File: src/rtl/pwm_deadtime_pkg.sv
// Shared types and defaults for the dead-time PWM generator: gate FSM
// state encoding, parameter defaults and the dead-time entry helper.
package pwm_deadtime_pkg;

   typedef enum logic [2:0] {
      ST_OFF   = 3'd0,
      ST_DT_HI = 3'd1,
      ST_HI    = 3'd2,
      ST_DT_LO = 3'd3,
      ST_LO    = 3'd4
   } pwm_state_e;

   localparam int unsigned DEF_CNT_W      = 16;
   localparam int unsigned DEF_DT_W       = 8;
   localparam int unsigned DEF_RST_PERIOD = 100;
   localparam int unsigned DEF_RST_DT     = 4;

   // State to enter when heading for one gate; a zero dead-time goes
   // straight to the conducting state.
   function automatic pwm_state_e dt_entry(input logic toward_hi, input logic dt_zero);
      if (toward_hi) begin
         return dt_zero ? ST_HI : ST_DT_HI;
      end
      return dt_zero ? ST_LO : ST_DT_LO;
   endfunction

endpackage

File: src/rtl/pwm_deadtime_carrier.sv
// PWM carrier: period counter, single-entry config shadow, active config
// registers, raw duty compare and the cycle-start pulse.
module pwm_carrier
   import pwm_deadtime_pkg::*;
#(
   parameter int unsigned CNT_W      = DEF_CNT_W,
   parameter int unsigned DT_W       = DEF_DT_W,
   parameter int unsigned RST_PERIOD = DEF_RST_PERIOD,
   parameter int unsigned RST_DT     = DEF_RST_DT
)(
   input  logic             clk,
   input  logic             rst_n,
   input  logic             en_i,
   input  logic             cfg_valid_i,
   output logic             cfg_ready_o,
   input  logic [CNT_W-1:0] cfg_period_i,
   input  logic [CNT_W-1:0] cfg_duty_i,
   input  logic [DT_W-1:0]  cfg_dt_i,
   output logic             cfg_err_o,
   output logic             raw_o,
   output logic [DT_W-1:0]  dt_o,
   output logic             cyc_start_o
);

   logic [CNT_W-1:0] cnt_q, cnt_d;
   logic [CNT_W-1:0] period_q, period_d;
   logic [CNT_W-1:0] duty_q, duty_d;
   logic [DT_W-1:0]  dt_q, dt_d;
   logic [CNT_W-1:0] sh_period_q, sh_duty_q;
   logic [DT_W-1:0]  sh_dt_q;
   logic             sh_full_q, sh_full_d;
   logic             cfg_err_q, cfg_err_d;
   logic             cyc_start_q, cyc_start_d;
   logic             wrap, offer, accept, load_active;

   // Next-state logic for counter, shadow occupancy and active config.
   always_comb begin
      // NOTE: every signal written here gets a default first, so no path
      // leaves one unassigned and no latch is inferred.
      cnt_d       = cnt_q;
      period_d    = period_q;
      duty_d      = duty_q;
      dt_d        = dt_q;
      sh_full_d   = sh_full_q;

      // period_q is never zero, so the subtraction cannot underflow.
      wrap        = en_i && (cnt_q >= period_q - CNT_W'(1));
      offer       = cfg_valid_i && !sh_full_q;
      accept      = offer && (cfg_period_i != '0);
      load_active = sh_full_q && (wrap || !en_i);

      cyc_start_d = wrap;
      cfg_err_d   = offer && (cfg_period_i == '0);

      if (!en_i || wrap) begin
         cnt_d = '0;
      end else begin
         cnt_d = cnt_q + CNT_W'(1);
      end

      // accept needs an empty shadow and load_active a full one, so the
      // two never coincide.
      if (load_active) begin
         period_d  = sh_period_q;
         duty_d    = sh_duty_q;
         dt_d      = sh_dt_q;
         sh_full_d = 1'b0;
      end
      if (accept) begin
         sh_full_d = 1'b1;
      end
   end

   // Control and active-config registers with synchronous reset.
   always_ff @(posedge clk) begin
      // NOTE: sequential state uses non-blocking assignments so every
      // register samples pre-edge values regardless of statement order.
      if (!rst_n) begin
         cnt_q       <= '0;
         period_q    <= CNT_W'(RST_PERIOD);
         duty_q      <= '0;
         dt_q        <= DT_W'(RST_DT);
         sh_full_q   <= 1'b0;
         cfg_err_q   <= 1'b0;
         cyc_start_q <= 1'b0;
      end else begin
         cnt_q       <= cnt_d;
         period_q    <= period_d;
         duty_q      <= duty_d;
         dt_q        <= dt_d;
         sh_full_q   <= sh_full_d;
         cfg_err_q   <= cfg_err_d;
         cyc_start_q <= cyc_start_d;
      end
   end

   // Shadow payload capture on an accepted offer.
   always_ff @(posedge clk) begin
      // NOTE: payload is deliberately not reset; it is only ever read while
      // sh_full_q is set, and sh_full_q itself is reset.
      if (accept) begin
         sh_period_q <= cfg_period_i;
         sh_duty_q   <= cfg_duty_i;
         sh_dt_q     <= cfg_dt_i;
      end
   end

   assign cfg_ready_o = !sh_full_q;
   assign cfg_err_o   = cfg_err_q;
   assign cyc_start_o = cyc_start_q;
   assign raw_o       = (cnt_q < duty_q);
   assign dt_o        = dt_q;

endmodule

File: src/rtl/pwm_deadtime.sv
// Complementary gate driver with dead-time insertion. The carrier supplies
// the raw PWM level; this FSM turns it into non-overlapping sw1/sw2 gates.
module pwm_deadtime
   import pwm_deadtime_pkg::*;
#(
   parameter int unsigned CNT_W      = DEF_CNT_W,
   parameter int unsigned DT_W       = DEF_DT_W,
   parameter int unsigned RST_PERIOD = DEF_RST_PERIOD,
   parameter int unsigned RST_DT     = DEF_RST_DT
)(
   input  logic             clk,
   input  logic             rst_n,
   input  logic             en,
   input  logic             cfg_valid,
   output logic             cfg_ready,
   input  logic [CNT_W-1:0] cfg_period,
   input  logic [CNT_W-1:0] cfg_duty,
   input  logic [DT_W-1:0]  cfg_dt,
   output logic             cfg_err,
   output logic             sw1,
   output logic             sw2,
   output logic             cyc_start
);

   logic            raw;
   logic [DT_W-1:0] dt_act;
   logic            dt_zero;

   pwm_state_e      state_q, state_d;
   logic [DT_W-1:0] dt_cnt_q, dt_cnt_d;
   logic            sw1_q, sw2_q;

   pwm_carrier #(
      .CNT_W      (CNT_W),
      .DT_W       (DT_W),
      .RST_PERIOD (RST_PERIOD),
      .RST_DT     (RST_DT)
   ) u_carrier (
      .clk          (clk),
      .rst_n        (rst_n),
      .en_i         (en),
      .cfg_valid_i  (cfg_valid),
      .cfg_ready_o  (cfg_ready),
      .cfg_period_i (cfg_period),
      .cfg_duty_i   (cfg_duty),
      .cfg_dt_i     (cfg_dt),
      .cfg_err_o    (cfg_err),
      .raw_o        (raw),
      .dt_o         (dt_act),
      .cyc_start_o  (cyc_start)
   );

   assign dt_zero = (dt_act == '0);

   // Gate FSM: dead-time counts down dt cycles between gates; a raw edge
   // back toward the gate just released returns to it without dead-time.
   always_comb begin
      state_d  = state_q;
      dt_cnt_d = dt_cnt_q;
      if (!en) begin
         state_d  = ST_OFF;
         dt_cnt_d = '0;
      end else begin
         case (state_q)
            ST_OFF: begin
               state_d  = dt_entry(raw, dt_zero);
               dt_cnt_d = dt_act;
            end
            ST_LO: begin
               if (raw) begin
                  state_d  = dt_entry(1'b1, dt_zero);
                  dt_cnt_d = dt_act;
               end
            end
            ST_HI: begin
               if (!raw) begin
                  state_d  = dt_entry(1'b0, dt_zero);
                  dt_cnt_d = dt_act;
               end
            end
            ST_DT_HI: begin
               if (!raw) begin
                  state_d = ST_LO;
               end else if (dt_cnt_q <= DT_W'(1)) begin
                  state_d = ST_HI;
               end else begin
                  dt_cnt_d = dt_cnt_q - DT_W'(1);
               end
            end
            ST_DT_LO: begin
               if (raw) begin
                  state_d = ST_HI;
               end else if (dt_cnt_q <= DT_W'(1)) begin
                  state_d = ST_LO;
               end else begin
                  dt_cnt_d = dt_cnt_q - DT_W'(1);
               end
            end
            default: state_d = ST_OFF;
         endcase
      end
   end

   // FSM and gate registers; gates decode the next state so they stay
   // aligned with state_q and come straight from flops.
   always_ff @(posedge clk) begin
      if (!rst_n) begin
         state_q  <= ST_OFF;
         dt_cnt_q <= '0;
         sw1_q    <= 1'b0;
         sw2_q    <= 1'b0;
      end else begin
         state_q  <= state_d;
         dt_cnt_q <= dt_cnt_d;
         sw1_q    <= (state_d == ST_HI);
         sw2_q    <= (state_d == ST_LO);
      end
   end

   assign sw1 = sw1_q;
   assign sw2 = sw2_q;

endmodule

File: config.mk
export PLATFORM = sky130hd
export DESIGN_NAME = pwm_deadtime
export DESIGN_NICKNAME = d
export VERILOG_FILES = /design/src/rtl/pwm_deadtime_pkg.sv /design/src/rtl/pwm_deadtime_carrier.sv /design/src/rtl/pwm_deadtime.sv
export SDC_FILE = /design/constraint.sdc
export NUM_CORES = 1
export LEC_CHECK = 0
export ABC_CLOCK_PERIOD_IN_PS = 6300
export BUFFER_PORTS_ARGS = -buffer_cell sky130_fd_sc_hd__buf_2
export CELL_PAD_IN_SITES_DETAIL_PLACEMENT = 2
export CELL_PAD_IN_SITES_GLOBAL_PLACEMENT = 2
export CORE_MARGIN = 2
export CORE_UTILIZATION = 41
export DETAILED_ROUTE_END_ITERATION = 8
export MAX_ROUTING_LAYER = met4
export PLACE_DENSITY_LB_ADDON = 0.2
export SLEW_MARGIN = 20
export SYNTH_ARGS = -nofsm -noshare
export SYNTH_HDL_FRONTEND = slang
export SYNTH_SLANG_ARGS = --single-unit
File: constraint.sdc
create_clock -name clk -period 6.3 [get_ports clk]
set_input_delay 0 -clock clk [delete_from_list [all_inputs] [get_ports clk]]
set_output_delay 0 -clock clk [all_outputs]
set_load 0.02 [all_outputs]
==> Yosys cells after proc, flatten, opt, wreduce, memory -nomap -nowiden <==
Index checks and enable logic that the tools add are counted.
{ "totals": {"reg_bits": 112, "latch_bits": 0, "ramBits": 0, "mem_bits_ro": 0, "in_bits": 44, "memories": 0} }
{ "classes": {"add_sub_neg": 3, "mul": 0, "div_mod_pow": 0, "magnitude_cmp": 3, "eq_ne": 10, "shifts": 0, "n_mux": 27, "bitwise": 1, "reduce_logical": 17} }
{ "op_table": {"columns": ["cell", "count"], "rows": [
  ["two-way mux 8 bit", 5],
  ["case mux 8 bit (5 select lines)", 1],
  ["two-way mux 3 bit", 11],
  ["adder 16 x 1 -> 16 bit, second input constant", 1],
  [">= comparator 16 bit", 1],
  ["logical NOT 16 bit", 1],
  ["less-than comparator 16 bit", 1],
  ["nonzero test 16 bit", 1],
  ["subtractor 16 x 1 -> 16 bit, second input constant", 1],
  ["case mux 3 bit (5 select lines)", 1],
  ["equality test 3 x 2 -> 1 bit, second input constant", 3],
  ["<= comparator 8 x 1 -> 1 bit, second input constant", 1],
  ["logical NOT 8 bit", 1],
  ["two-way mux 1 bit", 8],
  ["inequality test 2 bit, second input constant", 4],
  ["subtractor 8 x 1 -> 8 bit, second input constant", 1],
  ["equality test 3 bit, second input constant", 2],
  ["logical AND 1 bit", 5],
  ["AND reduction 5 bit", 1],
  ["nonzero test 5 bit", 1],
  ["equality test 3 x 1 -> 1 bit, second input constant", 1],
  ["logical NOT 3 bit", 1],
  ["logical NOT 1 bit", 2],
  ["two-way mux 2 bit", 1],
  ["other kinds (5)", 5]
]} }

==> Depth between registers and ports, before layout <==
Gate-level depths: netlist of the first run.
{ "logic_depth": {"depth_word": 9, "ltp_mapped": 16} }

==> By module <==
A second synthesis of the first run with hierarchy kept.
{ "hier_totals": {"cells_unflattened": 542, "area_unflattened_um2": 5434.0} }
{ "by_module_without_submodules": {"columns": ["mod", "n_inst", "cells_per_inst", "area_per_inst_um2", "seq_area_each_um2"], "rows": [
  ["pwm_carrier", 1, 426, 4553.1, 2382.3],
  ["pwm_deadtime", 1, 116, 880.8, 260.2]
]} }

==> Worst setup path before layout of the first run <==
Ideal clock, no wire load.
{ "synth_timing": {"kind": "reg2reg", "from": "reg u_carrier.period_q[2]", "to": "reg u_carrier.dt_q[7] (netlist: u_carrier.dt_o[7])", "setup_time_ns": 0.120, "arrival_time_ns": 3.249, "slack_ns": 2.932, "path_stages_with_launch": 16, "path_buffers": 2, "synth_period_minus_slack_ns": 3.368, "path_cell_list": "dfxtp_1 > or4_1 > nor3_1 > nand2b_1 > nor3_1 > xnor2_1 > ha_1 > a21o_1 > a21o_1 > a211o_1 > a211oi_1 > o21ai_1 > o21a_1 > buf_2 > buf_6 > mux2i_1"} }
{ "synth_between": {"elab_chain_len": 5} }
{ "synth_rtl": {"columns": ["element", "line", "rtl"], "rows": [
  ["start: declaration", "pwm_deadtime_carrier.sv:26", "logic [CNT_W-1:0] period_q, period_d;"],
  ["start signal: assignment", "pwm_deadtime_carrier.sv:80", "period_q <= CNT_W'(RST_PERIOD);"],
  ["start signal: assignment", "pwm_deadtime_carrier.sv:88", "period_q <= period_d;"],
  ["subtractor 16 x 1 -> 16 bit", "pwm_deadtime_carrier.sv:47", "wrap = en_i && (cnt_q >= period_q - CNT_W'(1));"],
  [">= comparator 16 bit", "pwm_deadtime_carrier.sv:47", null],
  ["logical AND 1 bit", "pwm_deadtime_carrier.sv:47", null],
  ["logical OR 1 bit", "pwm_deadtime_carrier.sv:50", "load_active = sh_full_q && (wrap || !en_i);"],
  ["logical AND 1 bit", "pwm_deadtime_carrier.sv:50", null],
  ["end signal: assignment", "pwm_deadtime_carrier.sv:82", "dt_q <= DT_W'(RST_DT);"],
  ["end signal: assignment", "pwm_deadtime_carrier.sv:90", "dt_q <= dt_d;"],
  ["end: declaration", "pwm_deadtime_carrier.sv:28", "logic [DT_W-1:0] dt_q, dt_d;"]
]} }
No other way between the ends.
A chain may end at the register's enable or synchronous reset.

==> Worst setup path in the final report of the first run <==
{ "layout_timing": {"from": "reg u_carrier.period_q[2]", "to": "reg u_carrier.dt_q[1] (netlist: u_carrier.dt_o[1])"} }
The elaborated chain is that of the path after synthesis.

==> results.md, run 1 <==
- Final Max Slew Viols: 0
- Net count, final: 703
- Post-CTS Setup Bufs: 0
- Status: complete, no violations
- Syn Area/Cell: 10.0 sq um
- CP most frequent cell: o21ai_1
- Drt wl/cell: approximately 19 um
- Critical path peak fanout: 26
- Sequential Power Share: about half
- Commonest register cell after synthesis: dfxtp_1
- Via count: 4,240
- R2r worst-path depth: 15
- Clock skew: between 0.007 and 0.008 ns
- Clock-pin slew on the worst setup and hold paths: 0.08 ns
- Seq/Total Area, Yosys: 48.5%
- Design Area, Final: 6520 sq um
- Type of the worst setup path: reg2reg
- Leak Pwr: 2.56 nW
- Synthesis-to-finish area growth: 19.5%
- IO Count: 49
- Remaining DRCs: 0
- Top post-synthesis cells by area: dfxtp_1 (26%), edfxtp_1 (22%), ha_1 (8.3%)
- Post-cts resize count: 0
- Final TNS setup: 0 ns
- Largest net degree at the start of global routing: 80
- Clk sinks: 112
- CTS tree: done
- Gate power share: 15.6%
- Sw frac: 27.0%
- Synthesized area: ~5500 sq um
- Global Route Usage Sum: 23.5%
- Net load switching power: between 0.4 and 0.5 mW
- GP Congestion: 0.780
- CP max stage delay: 0.60 ns
- Max Fclk: 0.217 GHz
- Crit path capture type: flip-flop
- DR pass1 iterations: 4
- Slew headroom: 30.5%
- Post-synth EDFFs: 40
- Arrival time worst endpoint: 4.88 ns
- Maxcap violations: 0
- Fraction of registers with async set/reset: 0%
- Synth warn: 0
- Vias per std cell: 5.27
- Unique masters post-synth: 54
- Routed Antenna Nets: 0
- Hold violation count in the final report: 0
- Critical Path, Cell by Cell: or4_1 > nor3_1 > nand2b_1 > nor2_1 > nand2_1 > nor4_1 > xnor2_1 > ha_1 > nand4_1 > a211oi_1 > o21ai_1 > o21ai_1 > o21a_2 > buf_4 > mux2i_1
- CTS root buf: clkbuf_16
- Std cell rows: 42
- Setup violations, final: 0
- Worst-case clock buffer depth: 2
- Input/output buffers: 48
- DRT iter0 DRCs: 226
- R2R setup slack: ~1.7 ns
- Tightest Pin Transition: 1.04 ns
- DIE HEIGHT: around 120 um
- First-pass GRT wire length: 25,400 um
- Critical path launch point type: flip-flop
- Placed cells: 747
- Post-Layout Cell Count: 804
- Placed instance area: between 5000 and 6000 sq um
- Worst vdd ir: 0.000210 V
- RSZ-0062 raised after global routing: no
- Ant diodes: 0
- Instance count on the critical path: 15
- Min-delay worst type: in2reg
- Worst Path Buf+Inv: 1
- H-Tree Depth: 3
- Core footprint: 13,100 sq um
- Synth Instances: about 540
- Synth Register Bits: 112
- Minimum clock period: around 4.6 ns
- Layout cell share with drive strength beyond 1: 12.3%
- Yosys top cell by area: dfxtp_1
- Pint: 1.21 mW
- Clk_lat worst skew: 0.35 ns
- Vias in the first global route: around 5,000
- Initial Utilization: approximately two fifths
- DIE AREA: 14,200 sq um
- Crit share post-route: 73.1%
- Hold Buf Count CTS: 41
- Hold Path Stages: 3
- Clock share of power: 35.1%
- Syn nets: 623
- WP data required: about 6.6 ns
- Antenna violations before repair: 0
- Synth top area share: 26.4%
- Family with the most delay on the worst path: simple AND/OR/NAND/NOR gates
- HPWL Detailed: 9920 um
- Total length of routed wires: 15,300 um
- Pwr per Cell Area: approximately 260 nW/um^2
- Inserted Clock Buffers: 9
- Die Wd: 119 um
- Grt ovf: 0
- Critical path's slowest cell: or4_1
## worst min-delay path: cells and delay by family
kind                   cells  cell delay (ns)
AO/OA/AOI/OAI              1             0.05
buffers and inverters      1             0.12
AND/OR/NAND/NOR            1             0.15
## synthesized netlist by cell type (2+ instances only)
cell,number
ha_1,36
edfxtp_1,40
o21a_1,4
clkbuf_1,13
xor2_1,11
o21ai_0,13
nand4_1,5
a211oi_1,2
a32o_1,7
o21ai_1,4
xnor2_1,17
buf_2,4
mux2_2,2
or4_1,5
nor4_1,8
a21o_1,4
dfxtp_1,72
mux2i_1,40
o211ai_1,9
buf_6,4
nor2b_1,2
nand2b_1,5
nand3_1,16
nand3b_1,4
and3_1,7
nor2_1,41
nor3_1,9
nor3b_1,2
nand2_1,91
inv_1,31
a21oi_1,12
## flip-flops by register name (all words and copies together), names as in the netlist
name	flops
u_carrier.dt_o	8
sw1	1
dt_cnt_q	8
u_carrier.duty_q	16
u_carrier.cyc_start_o	1
u_carrier.cnt_q	16
u_carrier.sh_full_q	1
u_carrier.sh_duty_q	16
u_carrier.sh_dt_q	8
sw2	1
u_carrier.cfg_err_o	1
state_q	3
u_carrier.period_q	16
u_carrier.sh_period_q	16
## final timing paths
check	startpoint	to
setup / recovery	u_carrier.period_q[2]	u_carrier.dt_o[1]
hold / removal	en	state_q[2]
setup reg to reg	u_carrier.period_q[2]	u_carrier.dt_o[1]
hold reg to reg	u_carrier.duty_q[1]	u_carrier.duty_q[1]
## layer usage
| metal | GRT usage (%) | vias up | routed length, um |
|---|---|---|---|
| li1 | - | 2056 | - |
| met1 | 26.7 | 2102 | 6540 |
| met2 | 42.1 | 58 | 8140 |
| met3 | 3.98 | 24 | 311 |
| met4 | 7.87 | 0 | 337 |
| met5 | - | - | 0 |
## placed cells by master (no fill, tap or decap), drive strengths merged, types with 13 or more instances in the layout
master	Yosys	routed
nand3	16	16
a21oi	13	13
buf	9	50
inv	31	34
dlygate4sd3	0	41
nand2	91	91
dfxtp	72	72
ha	36	36
xnor2	17	17
edfxtp	40	40
mux2i	40	40
nor2	43	43
o21ai	17	17
## per-stage QoR
stage | hold slack, ns | worst slack (ns) | utilization [%] | total power, mW
after floorplan | 0.0989 | 2.93 | - | 1.00
after global placement | 0.176 | 2.11 | 44.4 | 1.06
after detailed placement | 0.179 | 1.98 | 44.4 | 1.07
after CTS | 0.00489 | 1.74 | 49.8 | 1.68
after global routing | 0.0320 | 1.30 | 49.8 | 1.74
final | 0.0180 | 1.69 | 49.8 | 1.66
## layout make-up
| type | instances | area (sq um) |
|---|---|---|
| clock buffers | 10 | 229 |
| multi-input cells | 378 | 2580 |
| clock inverters | 6 | 65.1 |
| flip-flops and latches | 112 | 2640 |
| inverters | 31 | 116 |
| repair buffers | 91 | 666 |
| well taps | 176 | 220 |
| fillers | 1339 | 6570 |
## cell families after synthesis
logic type | after synthesis | share of synthesized area, %
AND/OR/NAND/NOR | 207 | 18.3
flip-flops | 112 | 48.5
AO/OA/AOI/OAI | 65 | 8.38
buffers and inverters | 53 | 4.29
multiplexers | 42 | 7.76
adder cells (fa/ha/maj) | 36 | 8.26
XOR/XNOR | 28 | 4.50
## power by group through the flow
| stage | clock [mW] | combinational, mW | sequential (mW) |
|---|---|---|---|
| detailed placement | 0 | 0.236 | 0.835 |
| global route | 0.629 | 0.290 | 0.825 |
| global placement | 0 | 0.226 | 0.832 |
| finish | 0.585 | 0.260 | 0.820 |
| CTS | 0.598 | 0.259 | 0.819 |
| floorplan | 0 | 0.180 | 0.822 |
Power figures use the tool's default switching activity.
==> inputs of run 2 (changes only) <==
--- a/config.mk
+++ b/config.mk
@@ -5,12 +5,12 @@
 export SDC_FILE = /design/constraint.sdc
 export NUM_CORES = 1
 export LEC_CHECK = 0
-export ABC_CLOCK_PERIOD_IN_PS = 6300
+export ABC_CLOCK_PERIOD_IN_PS = 4600
 export BUFFER_PORTS_ARGS = -buffer_cell sky130_fd_sc_hd__buf_2
 export CELL_PAD_IN_SITES_DETAIL_PLACEMENT = 2
 export CELL_PAD_IN_SITES_GLOBAL_PLACEMENT = 2
 export CORE_MARGIN = 2
-export CORE_UTILIZATION = 41
+export CORE_UTILIZATION = 38
 export DETAILED_ROUTE_END_ITERATION = 8
 export MAX_ROUTING_LAYER = met4
 export PLACE_DENSITY_LB_ADDON = 0.2
==> constraint.sdc (replaced) <==
create_clock -name clk -period 4.6 [get_ports clk]
set_input_delay 0 -clock clk [delete_from_list [all_inputs] [get_ports clk]]
set_output_delay 0 -clock clk [all_outputs]
set_load 0.02 [all_outputs]
==> run 2 against run 1 <==
Net effect: non-clock buffer count grew 1; via count shrank 0.75%; setup slack got worse by 1.1 ns; critical path depth decreased by 2; count of clock-buffer cells in the layout is 3 higher; fmax up 14%; core utilization is 3.0 points lower; clock power increased by 28%; worst hold slack improved by 0.30 ns; highest routed layer unchanged; die area increased by 7.6%; combinational power increased by 40%.
==> results.md, run 2 (synthesis results as in run 1) <==
- Ant diodes: 0
- Arrival time worst endpoint: 4.33 ns
- Net count, final: 704
- Drt wl/cell: 18.3 um
- Critical path peak fanout: 17
- GP Congestion: about 0.83
- Die Wd: between 100 and 150 um
- Vias in the first global route: 4,700
- CTS root buf: clkbuf_16
- Setup violations, final: 0
- Placed cells: 751
- Post-Layout Cell Count: 809
- Clock-pin slew on the worst setup and hold paths: roughly 0.070 ns
- Antenna violations before repair: 0
- DRT iter0 DRCs: approximately 180
- Status: complete, no violations
- Min-delay worst type: in2reg
- Maxcap violations: 0
- Clock skew: 0.00621 ns
- Clk_lat worst skew: ~0.36 ns
- Clk sinks: 112
- IO Count: 49
- First-pass GRT wire length: between 20,000 and 25,000 um
- Global Route Usage Sum: a little over a fifth
- Leading cell types in the layout, fill and taps excluded: nand2_1 (91), dfxtp_1 (72), buf_2 (48), dlygate4sd3_1 (42), nor2_1 (41)
- Crit path capture type: flip-flop
- Placed instance area: about 5800 sq um
- Leak Pwr: around 2.6 nW
- Final design utilization: around 47%
- DIE AREA: 15,300 sq um
- Type of the worst setup path: reg2reg
- HPWL Detailed: 10,200 um
- DR pass1 iterations: 4
- Worst vdd ir: 0.000182 V
- Synthesis-to-finish area growth: 19.6%
- Input/output buffers: 48
- Core footprint: between 10,000 and 15,000 sq um
- Via count: 4,208
- Routed Antenna Nets: 0
- Minimum clock period: 4.04 ns
- Hold violation count in the final report: 0
- DIE HEIGHT: 124 um
- Total length of routed wires: about 15,000 um
- Initial Utilization: 39.1%
- CTS tree: done
- WP data required: 4.88 ns
- Vias per std cell: 5.20
- Std cell rows: 43
- Remaining DRCs: 0
- Design Area, Final: 6520 sq um
- Grt ovf: 0
- Final Max Slew Viols: 0
- Slew headroom: 35.1%
- Crit share post-route: 87.9%
- Worst setup margin: ~0.56 ns
- Inserted Clock Buffers: 9
- Largest net degree at the start of global routing: 80
- Critical path launch point type: flip-flop
- Post-place setup slack: 0.548 ns
- H-Tree Depth: 3
- Pwr per Cell Area: roughly 340 nW/um^2
- Worst-case clock buffer depth: 2
- Max Fclk: 0.247 GHz
- Tightest Pin Transition: 0.973 ns
- Commonest non-fill, non-tap cell in the layout: nand2_1
- Final TNS setup: 0 ns
- RSZ-0062 raised after global routing: no
- Layout cell share with drive strength beyond 1: 11.9%
run 2: cell count changes in the layout (fill, tap and decap cells not counted), sizes merged:
| cell | before | now |
|---|---|---|
| clkbuf | 10 | 13 |
| bufinv | 1 | 0 |
| clkinvlp | 0 | 1 |
| dlygate4sd3 | 41 | 42 |
| inv | 34 | 31 |
run 2: per-layer routing:
layer | up-vias | wire length, um | global-route usage [%]
met5 | - | 0 | -
met2 | 50 | 7610 | 37.7
met1 | 2078 | 6700 | 26.3
met4 | 0 | 216 | 7.24
met3 | 14 | 300 | 2.75
li1 | 2066 | - | -
run 2: timing repair:
item	CTS	global route
endpoints found under the setup margin	0	0
hold buffers	42	0
hold endpoints to repair	42	0
resized for setup	0	0
buffers inserted	0	0
run 2: area by class of cell:
type                            count  area [sq um]
Clock buffer                       13           250
Clock inverter                      3          20.0
Fill cell                        1499          7420
Inverter                           31           116
Multi-Input combinational cell    378          2580
Sequential cell                   112          2640
Tap cell                          180           225
Timing Repair Buffer               92           688
run 2: final timing paths:
| check | from | to | slack [ns] | cells after the start |
|---|---|---|---|---|
| max reg2reg | u_carrier.period_q[2] | u_carrier.sh_full_q | 0.56 | 13 |
| max | u_carrier.period_q[2] | u_carrier.sh_full_q | 0.56 | 13 |
| min reg2reg | u_carrier.duty_q[0] | u_carrier.duty_q[0] | 0.46 | 2 |
| min | rst_n | u_carrier.period_q[5] | 0.32 | 3 |
run 2: power by group:
part           internal (mW)  leakage (nW)  switching [mW]  total [mW]
clock                  0.383         0.127           0.366       0.749
combinational          0.157          1.46           0.206       0.363
sequential              1.08         0.968          0.0415        1.12
run 2: critical path, stage by stage, from the launching register on:
cell      delay, ns
dfxtp_1        0.35
or4_1          0.60
nor3_1         0.23
nand2b_1       0.11
nor3_1         0.23
xnor2_1        0.18
ha_1           0.28
a21o_1         0.19
a21o_1         0.18
a211o_1        0.33
a211oi_1       0.27
o21ai_1        0.23
or2_1          0.55
o21ai_1        0.26
run 2: per-stage QoR:
step	total power, mW	hold WS [ns]
after floorplan	1.37	0.0989
after global placement	1.45	0.176
after detailed placement	1.47	0.179
after CTS	2.25	0.304
after global routing	2.35	0.342
final	2.23	0.316
